**config.mk**
```make
export PLATFORM = sky130hd
export DESIGN_NAME = multicycle_control_flat
export DESIGN_NICKNAME = d
export VERILOG_FILES = /design/src/rtl/multicycle_control_if.sv /design/src/rtl/multicycle_control.sv /design/src/flat_wrapper.sv
export SDC_FILE = /design/constraint.sdc
export NUM_CORES = 1
export LEC_CHECK = 0
export ABC_AREA = 0
export CAP_MARGIN = 20
export CORE_UTILIZATION = 45
export DETAILED_ROUTE_END_ITERATION = 6
export HOLD_SLACK_MARGIN = 0.02
export PLACE_DENSITY = 0.84
export SLEW_MARGIN = 20
export SYNTH_ARGS = -nofsm -noshare
export SYNTH_HDL_FRONTEND = slang
export SYNTH_SLANG_ARGS = --single-unit
```
**constraint.sdc**
```tcl
create_clock -name clk -period 2.1 [get_ports clk]
set_input_delay 0.21 -clock clk [delete_from_list [all_inputs] [get_ports clk]]
set_output_delay 0.21 -clock clk [all_outputs]
set_load 0.02 [all_outputs]
```
**src/rtl/multicycle_control_if.sv**
```systemverilog
// Control bundle between the multi-cycle MIPS control FSM and its datapath.
// The master side is the FSM; the slave side is the datapath, memory and register file.
interface multicycle_control_if;
   logic [5:0] opcode;
   logic       zero;
   logic       jreg;
   logic       pc_en;
   logic [1:0] pc_src;
   logic       ir_write;
   logic       mem_read;
   logic       mem_write;
   logic       i_or_d;
   logic       reg_write;
   logic       reg_dst;
   logic       mem_to_reg;
   logic       alu_src_a;
   logic [1:0] alu_src_b;
   logic       zero_ext;
   logic [2:0] alu_op;
   logic       done;
   logic       illegal_op;
   logic [3:0] state;

   modport master (
      input  opcode, zero, jreg,
      output pc_en, pc_src, ir_write, mem_read, mem_write, i_or_d,
             reg_write, reg_dst, mem_to_reg, alu_src_a, alu_src_b,
             zero_ext, alu_op, done, illegal_op, state
   );

   modport slave (
      output opcode, zero, jreg,
      input  pc_en, pc_src, ir_write, mem_read, mem_write, i_or_d,
             reg_write, reg_dst, mem_to_reg, alu_src_a, alu_src_b,
             zero_ext, alu_op, done, illegal_op, state
   );
endinterface

```
**src/rtl/multicycle_control.sv**
```systemverilog
// Main sequencing FSM of the multi-cycle MIPS core: fetch, decode, execute,
// memory and write-back steps with Moore outputs decoded from the current state.
module multicycle_control (
   input logic                  clk,
   input logic                  rst,
   multicycle_control_if.master bus
);

   localparam logic [3:0] S_IDLE      = 4'd0;
   localparam logic [3:0] S_FETCH     = 4'd1;
   localparam logic [3:0] S_DECODE    = 4'd2;
   localparam logic [3:0] S_MEM_ADDR  = 4'd3;
   localparam logic [3:0] S_MEM_READ  = 4'd4;
   localparam logic [3:0] S_MEM_WB    = 4'd5;
   localparam logic [3:0] S_MEM_WRITE = 4'd6;
   localparam logic [3:0] S_R_EXEC    = 4'd7;
   localparam logic [3:0] S_R_WB      = 4'd8;
   localparam logic [3:0] S_BRANCH    = 4'd9;
   localparam logic [3:0] S_I_EXEC    = 4'd10;
   localparam logic [3:0] S_I_WB      = 4'd11;
   localparam logic [3:0] S_JUMP      = 4'd12;
   localparam logic [3:0] S_JR        = 4'd13;

   localparam logic [5:0] OP_RTYPE = 6'b000000;
   localparam logic [5:0] OP_J     = 6'b000010;
   localparam logic [5:0] OP_BEQ   = 6'b000100;
   localparam logic [5:0] OP_ADDI  = 6'b001000;
   localparam logic [5:0] OP_ANDI  = 6'b001100;
   localparam logic [5:0] OP_LW    = 6'b100011;
   localparam logic [5:0] OP_SW    = 6'b101011;

   localparam logic [2:0] ALU_ADD   = 3'b000;
   localparam logic [2:0] ALU_SUB   = 3'b001;
   localparam logic [2:0] ALU_AND   = 3'b011;
   localparam logic [2:0] ALU_RTYPE = 3'b100;

   logic [3:0] state_q, state_d;
   logic [5:0] op_q, op_d;

   // State and latched-opcode registers.
   always_ff @(posedge clk) begin
      if (rst) begin
         state_q <= S_IDLE;
         op_q    <= 6'd0;
      end else begin
         state_q <= state_d;
         op_q    <= op_d;
      end
   end

   // Opcode is captured only in DECODE so later IR changes cannot disturb execution.
   always_comb begin
      op_d = op_q;
      if (state_q == S_DECODE) begin
         op_d = bus.opcode;
      end else begin
         op_d = op_q;
      end
   end

   // Next-state logic.
   always_comb begin
      state_d = S_IDLE;
      case (state_q)
         S_IDLE:      state_d = S_FETCH;
         S_FETCH:     state_d = S_DECODE;
         S_DECODE: begin
            case (bus.opcode)
               OP_LW, OP_SW:     state_d = S_MEM_ADDR;
               OP_RTYPE:         state_d = S_R_EXEC;
               OP_BEQ:           state_d = S_BRANCH;
               OP_ADDI, OP_ANDI: state_d = S_I_EXEC;
               OP_J:             state_d = S_JUMP;
               default:          state_d = S_FETCH;
            endcase
         end
         S_MEM_ADDR: begin
            if (op_q == OP_LW) begin
               state_d = S_MEM_READ;
            end else begin
               state_d = S_MEM_WRITE;
            end
         end
         S_MEM_READ:  state_d = S_MEM_WB;
         S_MEM_WB:    state_d = S_FETCH;
         S_MEM_WRITE: state_d = S_FETCH;
         S_R_EXEC: begin
            // jreg is only meaningful here, while alu_op selects R-type decode.
            if (bus.jreg) begin
               state_d = S_JR;
            end else begin
               state_d = S_R_WB;
            end
         end
         S_R_WB:      state_d = S_FETCH;
         S_BRANCH:    state_d = S_FETCH;
         S_I_EXEC:    state_d = S_I_WB;
         S_I_WB:      state_d = S_FETCH;
         S_JUMP:      state_d = S_FETCH;
         S_JR:        state_d = S_FETCH;
         default:     state_d = S_IDLE;
      endcase
   end

   // Moore output decode; pc_en in BRANCH follows zero combinationally.
   always_comb begin
      bus.pc_en      = 1'b0;
      bus.pc_src     = 2'b00;
      bus.ir_write   = 1'b0;
      bus.mem_read   = 1'b0;
      bus.mem_write  = 1'b0;
      bus.i_or_d     = 1'b0;
      bus.reg_write  = 1'b0;
      bus.reg_dst    = 1'b0;
      bus.mem_to_reg = 1'b0;
      bus.alu_src_a  = 1'b0;
      bus.alu_src_b  = 2'b00;
      bus.zero_ext   = 1'b0;
      bus.alu_op     = ALU_ADD;
      bus.done       = 1'b0;
      bus.illegal_op = 1'b0;
      case (state_q)
         S_FETCH: begin
            bus.mem_read  = 1'b1;
            bus.ir_write  = 1'b1;
            bus.alu_src_b = 2'b01;
            bus.pc_en     = 1'b1;
         end
         S_DECODE: begin
            bus.alu_src_b = 2'b11;
            case (bus.opcode)
               OP_LW, OP_SW, OP_RTYPE, OP_BEQ,
               OP_ADDI, OP_ANDI, OP_J: bus.illegal_op = 1'b0;
               default:                bus.illegal_op = 1'b1;
            endcase
         end
         S_MEM_ADDR: begin
            bus.alu_src_a = 1'b1;
            bus.alu_src_b = 2'b10;
         end
         S_MEM_READ: begin
            bus.mem_read = 1'b1;
            bus.i_or_d   = 1'b1;
         end
         S_MEM_WB: begin
            bus.reg_write  = 1'b1;
            bus.mem_to_reg = 1'b1;
            bus.done       = 1'b1;
         end
         S_MEM_WRITE: begin
            bus.mem_write = 1'b1;
            bus.i_or_d    = 1'b1;
            bus.done      = 1'b1;
         end
         S_R_EXEC: begin
            bus.alu_src_a = 1'b1;
            bus.alu_op    = ALU_RTYPE;
         end
         S_R_WB: begin
            bus.reg_write = 1'b1;
            bus.reg_dst   = 1'b1;
            bus.done      = 1'b1;
         end
         S_BRANCH: begin
            bus.alu_src_a = 1'b1;
            bus.alu_op    = ALU_SUB;
            bus.pc_src    = 2'b01;
            bus.pc_en     = bus.zero;
            bus.done      = 1'b1;
         end
         S_I_EXEC: begin
            bus.alu_src_a = 1'b1;
            bus.alu_src_b = 2'b10;
            if (op_q == OP_ANDI) begin
               bus.alu_op   = ALU_AND;
               bus.zero_ext = 1'b1;
            end else begin
               bus.alu_op   = ALU_ADD;
               bus.zero_ext = 1'b0;
            end
         end
         S_I_WB: begin
            bus.reg_write = 1'b1;
            bus.done      = 1'b1;
         end
         S_JUMP: begin
            bus.pc_src = 2'b10;
            bus.pc_en  = 1'b1;
            bus.done   = 1'b1;
         end
         S_JR: begin
            bus.pc_src = 2'b11;
            bus.pc_en  = 1'b1;
            bus.done   = 1'b1;
         end
         default: begin
            bus.pc_en = 1'b0;
         end
      endcase
   end

   // Debug view of the current state.
   always_comb begin
      bus.state = state_q;
   end

endmodule

```
**src/flat_wrapper.sv**
```systemverilog
// flat-port wrapper written by rule: the top's interface ports become plain ports
module multicycle_control_flat 
  (clk, rst, bus_opcode, bus_zero, bus_jreg, bus_pc_en, bus_pc_src, bus_ir_write, bus_mem_read, bus_mem_write, bus_i_or_d, bus_reg_write, bus_reg_dst, bus_mem_to_reg, bus_alu_src_a, bus_alu_src_b, bus_zero_ext, bus_alu_op, bus_done, bus_illegal_op, bus_state);
  multicycle_control_if bus_i ();
  input logic clk;
  input logic rst;
  input wire logic [$bits(bus_i.opcode)-1:0] bus_opcode;
  input wire logic [$bits(bus_i.zero)-1:0] bus_zero;
  input wire logic [$bits(bus_i.jreg)-1:0] bus_jreg;
  output wire logic [$bits(bus_i.pc_en)-1:0] bus_pc_en;
  output wire logic [$bits(bus_i.pc_src)-1:0] bus_pc_src;
  output wire logic [$bits(bus_i.ir_write)-1:0] bus_ir_write;
  output wire logic [$bits(bus_i.mem_read)-1:0] bus_mem_read;
  output wire logic [$bits(bus_i.mem_write)-1:0] bus_mem_write;
  output wire logic [$bits(bus_i.i_or_d)-1:0] bus_i_or_d;
  output wire logic [$bits(bus_i.reg_write)-1:0] bus_reg_write;
  output wire logic [$bits(bus_i.reg_dst)-1:0] bus_reg_dst;
  output wire logic [$bits(bus_i.mem_to_reg)-1:0] bus_mem_to_reg;
  output wire logic [$bits(bus_i.alu_src_a)-1:0] bus_alu_src_a;
  output wire logic [$bits(bus_i.alu_src_b)-1:0] bus_alu_src_b;
  output wire logic [$bits(bus_i.zero_ext)-1:0] bus_zero_ext;
  output wire logic [$bits(bus_i.alu_op)-1:0] bus_alu_op;
  output wire logic [$bits(bus_i.done)-1:0] bus_done;
  output wire logic [$bits(bus_i.illegal_op)-1:0] bus_illegal_op;
  output wire logic [$bits(bus_i.state)-1:0] bus_state;
  assign bus_i.opcode = bus_opcode;
  assign bus_i.zero = bus_zero;
  assign bus_i.jreg = bus_jreg;
  assign bus_pc_en = bus_i.pc_en;
  assign bus_pc_src = bus_i.pc_src;
  assign bus_ir_write = bus_i.ir_write;
  assign bus_mem_read = bus_i.mem_read;
  assign bus_mem_write = bus_i.mem_write;
  assign bus_i_or_d = bus_i.i_or_d;
  assign bus_reg_write = bus_i.reg_write;
  assign bus_reg_dst = bus_i.reg_dst;
  assign bus_mem_to_reg = bus_i.mem_to_reg;
  assign bus_alu_src_a = bus_i.alu_src_a;
  assign bus_alu_src_b = bus_i.alu_src_b;
  assign bus_zero_ext = bus_i.zero_ext;
  assign bus_alu_op = bus_i.alu_op;
  assign bus_done = bus_i.done;
  assign bus_illegal_op = bus_i.illegal_op;
  assign bus_state = bus_i.state;
  multicycle_control u_core (.clk(clk), .rst(rst), .bus(bus_i));
endmodule
```
Word-level counts from Yosys, hierarchy flattened
Index checks and enable logic that the tools add are counted.

Bits in registers: 10. Latch bits: 0. RAM bits: 0. ROM bits: 0. Input bits: 10. Output and inout port bits: 23. Logic and storage cells: 58. Memories kept: 0.

Add/subtract/negate cells: 0. Multiply operators: 0. Div/mod/pow operators: 0. Magnitude comparators: 0. Equality and inequality tests: 21. Shift operators: 0. Mux-type cells: 22. Bitwise gates (word level): 0. Reduce and logical (&&, ||, !) cells: 13.

Operators by type and width (number): $pmux 4 s7 (1); $eq 4x4->1 const B (6); $pmux 4 s5 (1); $eq 6x4->1 const B (3); $eq 6x6->1 const B (3); $eq 4x3->1 const B (4); $reduce_or 7->1 (2); $mux 1 (13); $pmux 2 s3 (2); $reduce_or 2->1 (5); $pmux 3 s3 (1); $eq 4x2->1 const B (2); $reduce_or 8->1 (1); $eq 6x2->1 const B (1); $eq 6x3->1 const B (1); $logic_not 6->1 (1); $reduce_or 3->1 (2); $eq 4x1->1 const B (1); $logic_not 4->1 (1); $mux 2 (2); $reduce_or 4->1 (1); $mux 3 (1); $pmux 1 s2 (1).

Depth between registers and ports, before layout
Depth in word-level cells: 4. Gate-level depth with buffers: 6.

Least setup slack after synthesis
Ideal clock, no wire load.

Path type: reg2out. From: reg u_core.state_q[3], in the netlist u_core.bus.state[3]. To: out bus_alu_op[1]. Arrival: 1620 ps. Data required time: 1890 ps. Slack: 270 ps. Cell stages (with the launch flop): 5. Buffers on the path: 2. Path through: dfxtp_1 -> clkbuf_1 -> nand2b_1 -> nor3_1 -> buf_4.

Longest elaborated chain between the ends: 2.

RTL lines: start: declaration (line multicycle_control.sv:37) `logic [3:0] state_q, state_d;`; start signal: assignment (line multicycle_control.sv:46) `state_q <= state_d;`; $eq 4x4->1 / $eq 4x3->1 (equally long branches) (line multicycle_control.sv:122) `case (state_q)`; $pmux 3 s3 * (line multicycle_control.sv:122); end: declaration (line flat_wrapper.sv:22) `output wire logic [$bits(bus_i.alu_op)-1:0] bus_alu_op;`.

Mark *: on every way between the ends. The rest lies on a longest branch, timed or not.

Final worst setup path
From: reg u_core.state_q[0], in the netlist u_core.bus.state[0]. To: out bus_ir_write.

Longest elaborated chain between the ends: 2.

RTL lines: $eq 4x1->1 (line multicycle_control.sv:122); $mux 1 (line multicycle_control.sv:122); end: declaration (line flat_wrapper.sv:12) `output wire logic [$bits(bus_i.ir_write)-1:0] bus_ir_write;`.

No other way between the ends.

==> metrics.yaml <==
peakVddDrop_v: 0.000397
power_frac_clock: 0.248
p_int_mw: 0.463
cts_buffers: 3
mostFrequentLayoutCells: "clkdlybuf4s50_1 (23), nand2_1 (17), a21oi_1 (13), buf_4 (12), nor2_1 (11)"
ant_nets: 0
clock_path_buffers: 2
start_util: 0.502
cp.arrival_ps: 1780
wl_per_cell_um: 14.0
rows: 14
seq_area_um2: 201
ys_seq_elements: 10
setup_violations: 0
switchingPower_mw: 0.269
slew_violations: 0
numPortBuffers: 32
worstSetupPathType: "register to output pin"
seq_power_share: 0.301
fin_area_um2: 1200
grt_util_met3: 0.0792
clock-root-buffer: "clkbuf_4"
busiest_layer: "met2"
relSlewSlack: 0.596
multi_input_area_um2: 531
synth_area_um2: 792
coreArea_um2: 1580
drtIter0Drc: 37
path_clk_slew_ps: 70
setup_ws_ps: 108
max_freq_mhz: 502
h-tree-depth: 1
synth_nets: 125
cts_sinks: 10
grt_max_degree: 20
tightest_slew_ps: 601
syn_avg_cell_area_um2: 6.89
synth-async-reset-ratio: 0
start_kind: "register"
combPwrFrac: 0.450
status: "finished clean"
first_global_vias: 900
use_met2: 0.454
clk_latency_ps: 280
drc: 0
swShare: 0.368
min_period_ps: 1990
skew_ps: 4.30
pre_cts_ws_ps: -81.1
final_common_cell: "clkdlybuf4s50_1"
grt_use_met1: 0.395
area_delta_synth_final_pct: 51.8
nFillCells: 135
synth_cells: 115
antenna_found_initial: 0
gp_congestion: 0.856
crit_path_max_fanout: 19
finalCritPeriodShare: 0.949
hold_buffers: 0
diodes: 0
r2r_slack_ps: 660
fin_nets: 164
yosysWarnings: 0
reg2reg_depth: 4
grt_use_total: 0.289
power.density_nw_per_um2: 609
wl_um: 2370
required_ps: 1890
hold_viol_final: 0
max-cap-violations: 0
rsz0062_at_grt: "no"
io_pins: 33
ys_types: 37
grt_pass1_wl_um: 4090
die_w_um: 44.0
drive_above_1_share: 0.157
p_leak_nw: 0.492
worstSetupEndpointType: "output pin"
vias_per_cell: 5.71
hp-class: "register to register"
ys_seq_area_frac: 0.253
hpwl_um: 1770
first_pass_iters: 6
die-area_um2: 1930
cts_tree: "built"
grt-ovfl-total: 0
die_h_um: 44.0
min_path_cells: 2
synth_edf_count: 0
place_area_um2: 1160
ys.flop_type: "dfxtp_1"
num_vias: 965
holdWs_ps: 474
-- logic make-up (layout without fill, tap and decap cells) --
family          Yosys count  after routing  synth area share
flops                    10             10             0.253
compound gates           31             31             0.246
simple gates             58             58             0.374
mux                       2              2            0.0269
xor+xnor                  1              1            0.0111
buf+inv                  13             51            0.0885
-- synthesized netlist by cell type, types with 2 or more instances --
master    count  area share
nand2_1      17       0.081
nor2b_1       4       0.032
clkbuf_1      3       0.014
a21oi_1      13       0.082
nor3_1       10       0.063
a211oi_1      2       0.019
a31oi_1       2       0.016
inv_1         3       0.014
or3_1         2       0.016
dfxtp_1      10        0.25
buf_1         2      0.0095
nand2b_1      4       0.032
buf_6         2       0.028
o21ai_0       5       0.032
o31a_1        2       0.022
nor2_1       11       0.052
buf_2         2       0.013
o22ai_1       2       0.016
-- layer usage --
| metal | up-vias | part of all wire |
|---|---|---|
| li1 | 483 | - |
| met5 | - | 0 |
| met1 | 439 | 0.44 |
| met2 | 39 | 0.49 |
| met3 | 4 | 0.065 |
| met4 | 0 | 0.0084 |
-- worst max-delay path, stage by stage, from the launching register on --
cell and delay, ps:
dfxtp_1 340, buf_4 230, nand2_1 160, nor3_1 160
clkdlybuf4s50_1 620
-- path summary, 6_finish.rpt --
kind | from | endpoint
max | u_core.bus.state[0] | bus_ir_write
min | u_core.op_q[4] | u_core.op_q[4]
max reg2reg | u_core.bus.state[3] | u_core.op_q[5]
min reg2reg | u_core.op_q[4] | u_core.op_q[4]
-- repair_timing --
item / 4_1_cts / 5_1_grt
setup buffers: 0 / 0
resized for setup: 8 / 4
endpoints found under the setup margin: 8 / 5
-- registers in the layout (all words and copies together), names as in the netlist --
signal and cells:
u_core.op_q 6, u_core.bus.state 4
-- per-stage QoR --
stage	instances	util	setup TNS, ps	power, mW
2_1_floorplan	115	-	0	0.422
3_3_place_gp	165	0.738	-32.5	0.550
3_5_place_dp	165	0.738	-81.1	0.559
4_1_cts	169	0.755	0	0.733
5_1_grt	169	0.763	0	0.775
6_report	169	0.763	0	0.732
-- layout make-up --
type / instances / share of cell area
inverter: 3 / 0.00937
multi-input combinational: 92 / 0.441
timing repair buffer: 44 / 0.335
clock buffer: 4 / 0.0302
tap: 16 / 0.0166
sequential: 10 / 0.168
-- power groups by stage --
stage	logic (mW)	clock network (mW)	registers, mW
6_report	0.330	0.182	0.221
5_1_grt	0.357	0.195	0.223
4_1_cts	0.327	0.187	0.220
3_5_place_dp	0.335	0	0.224
3_3_place_gp	0.327	0	0.222
2_1_floorplan	0.190	0	0.232
Note: power is estimated with default switching activity, not from simulation.
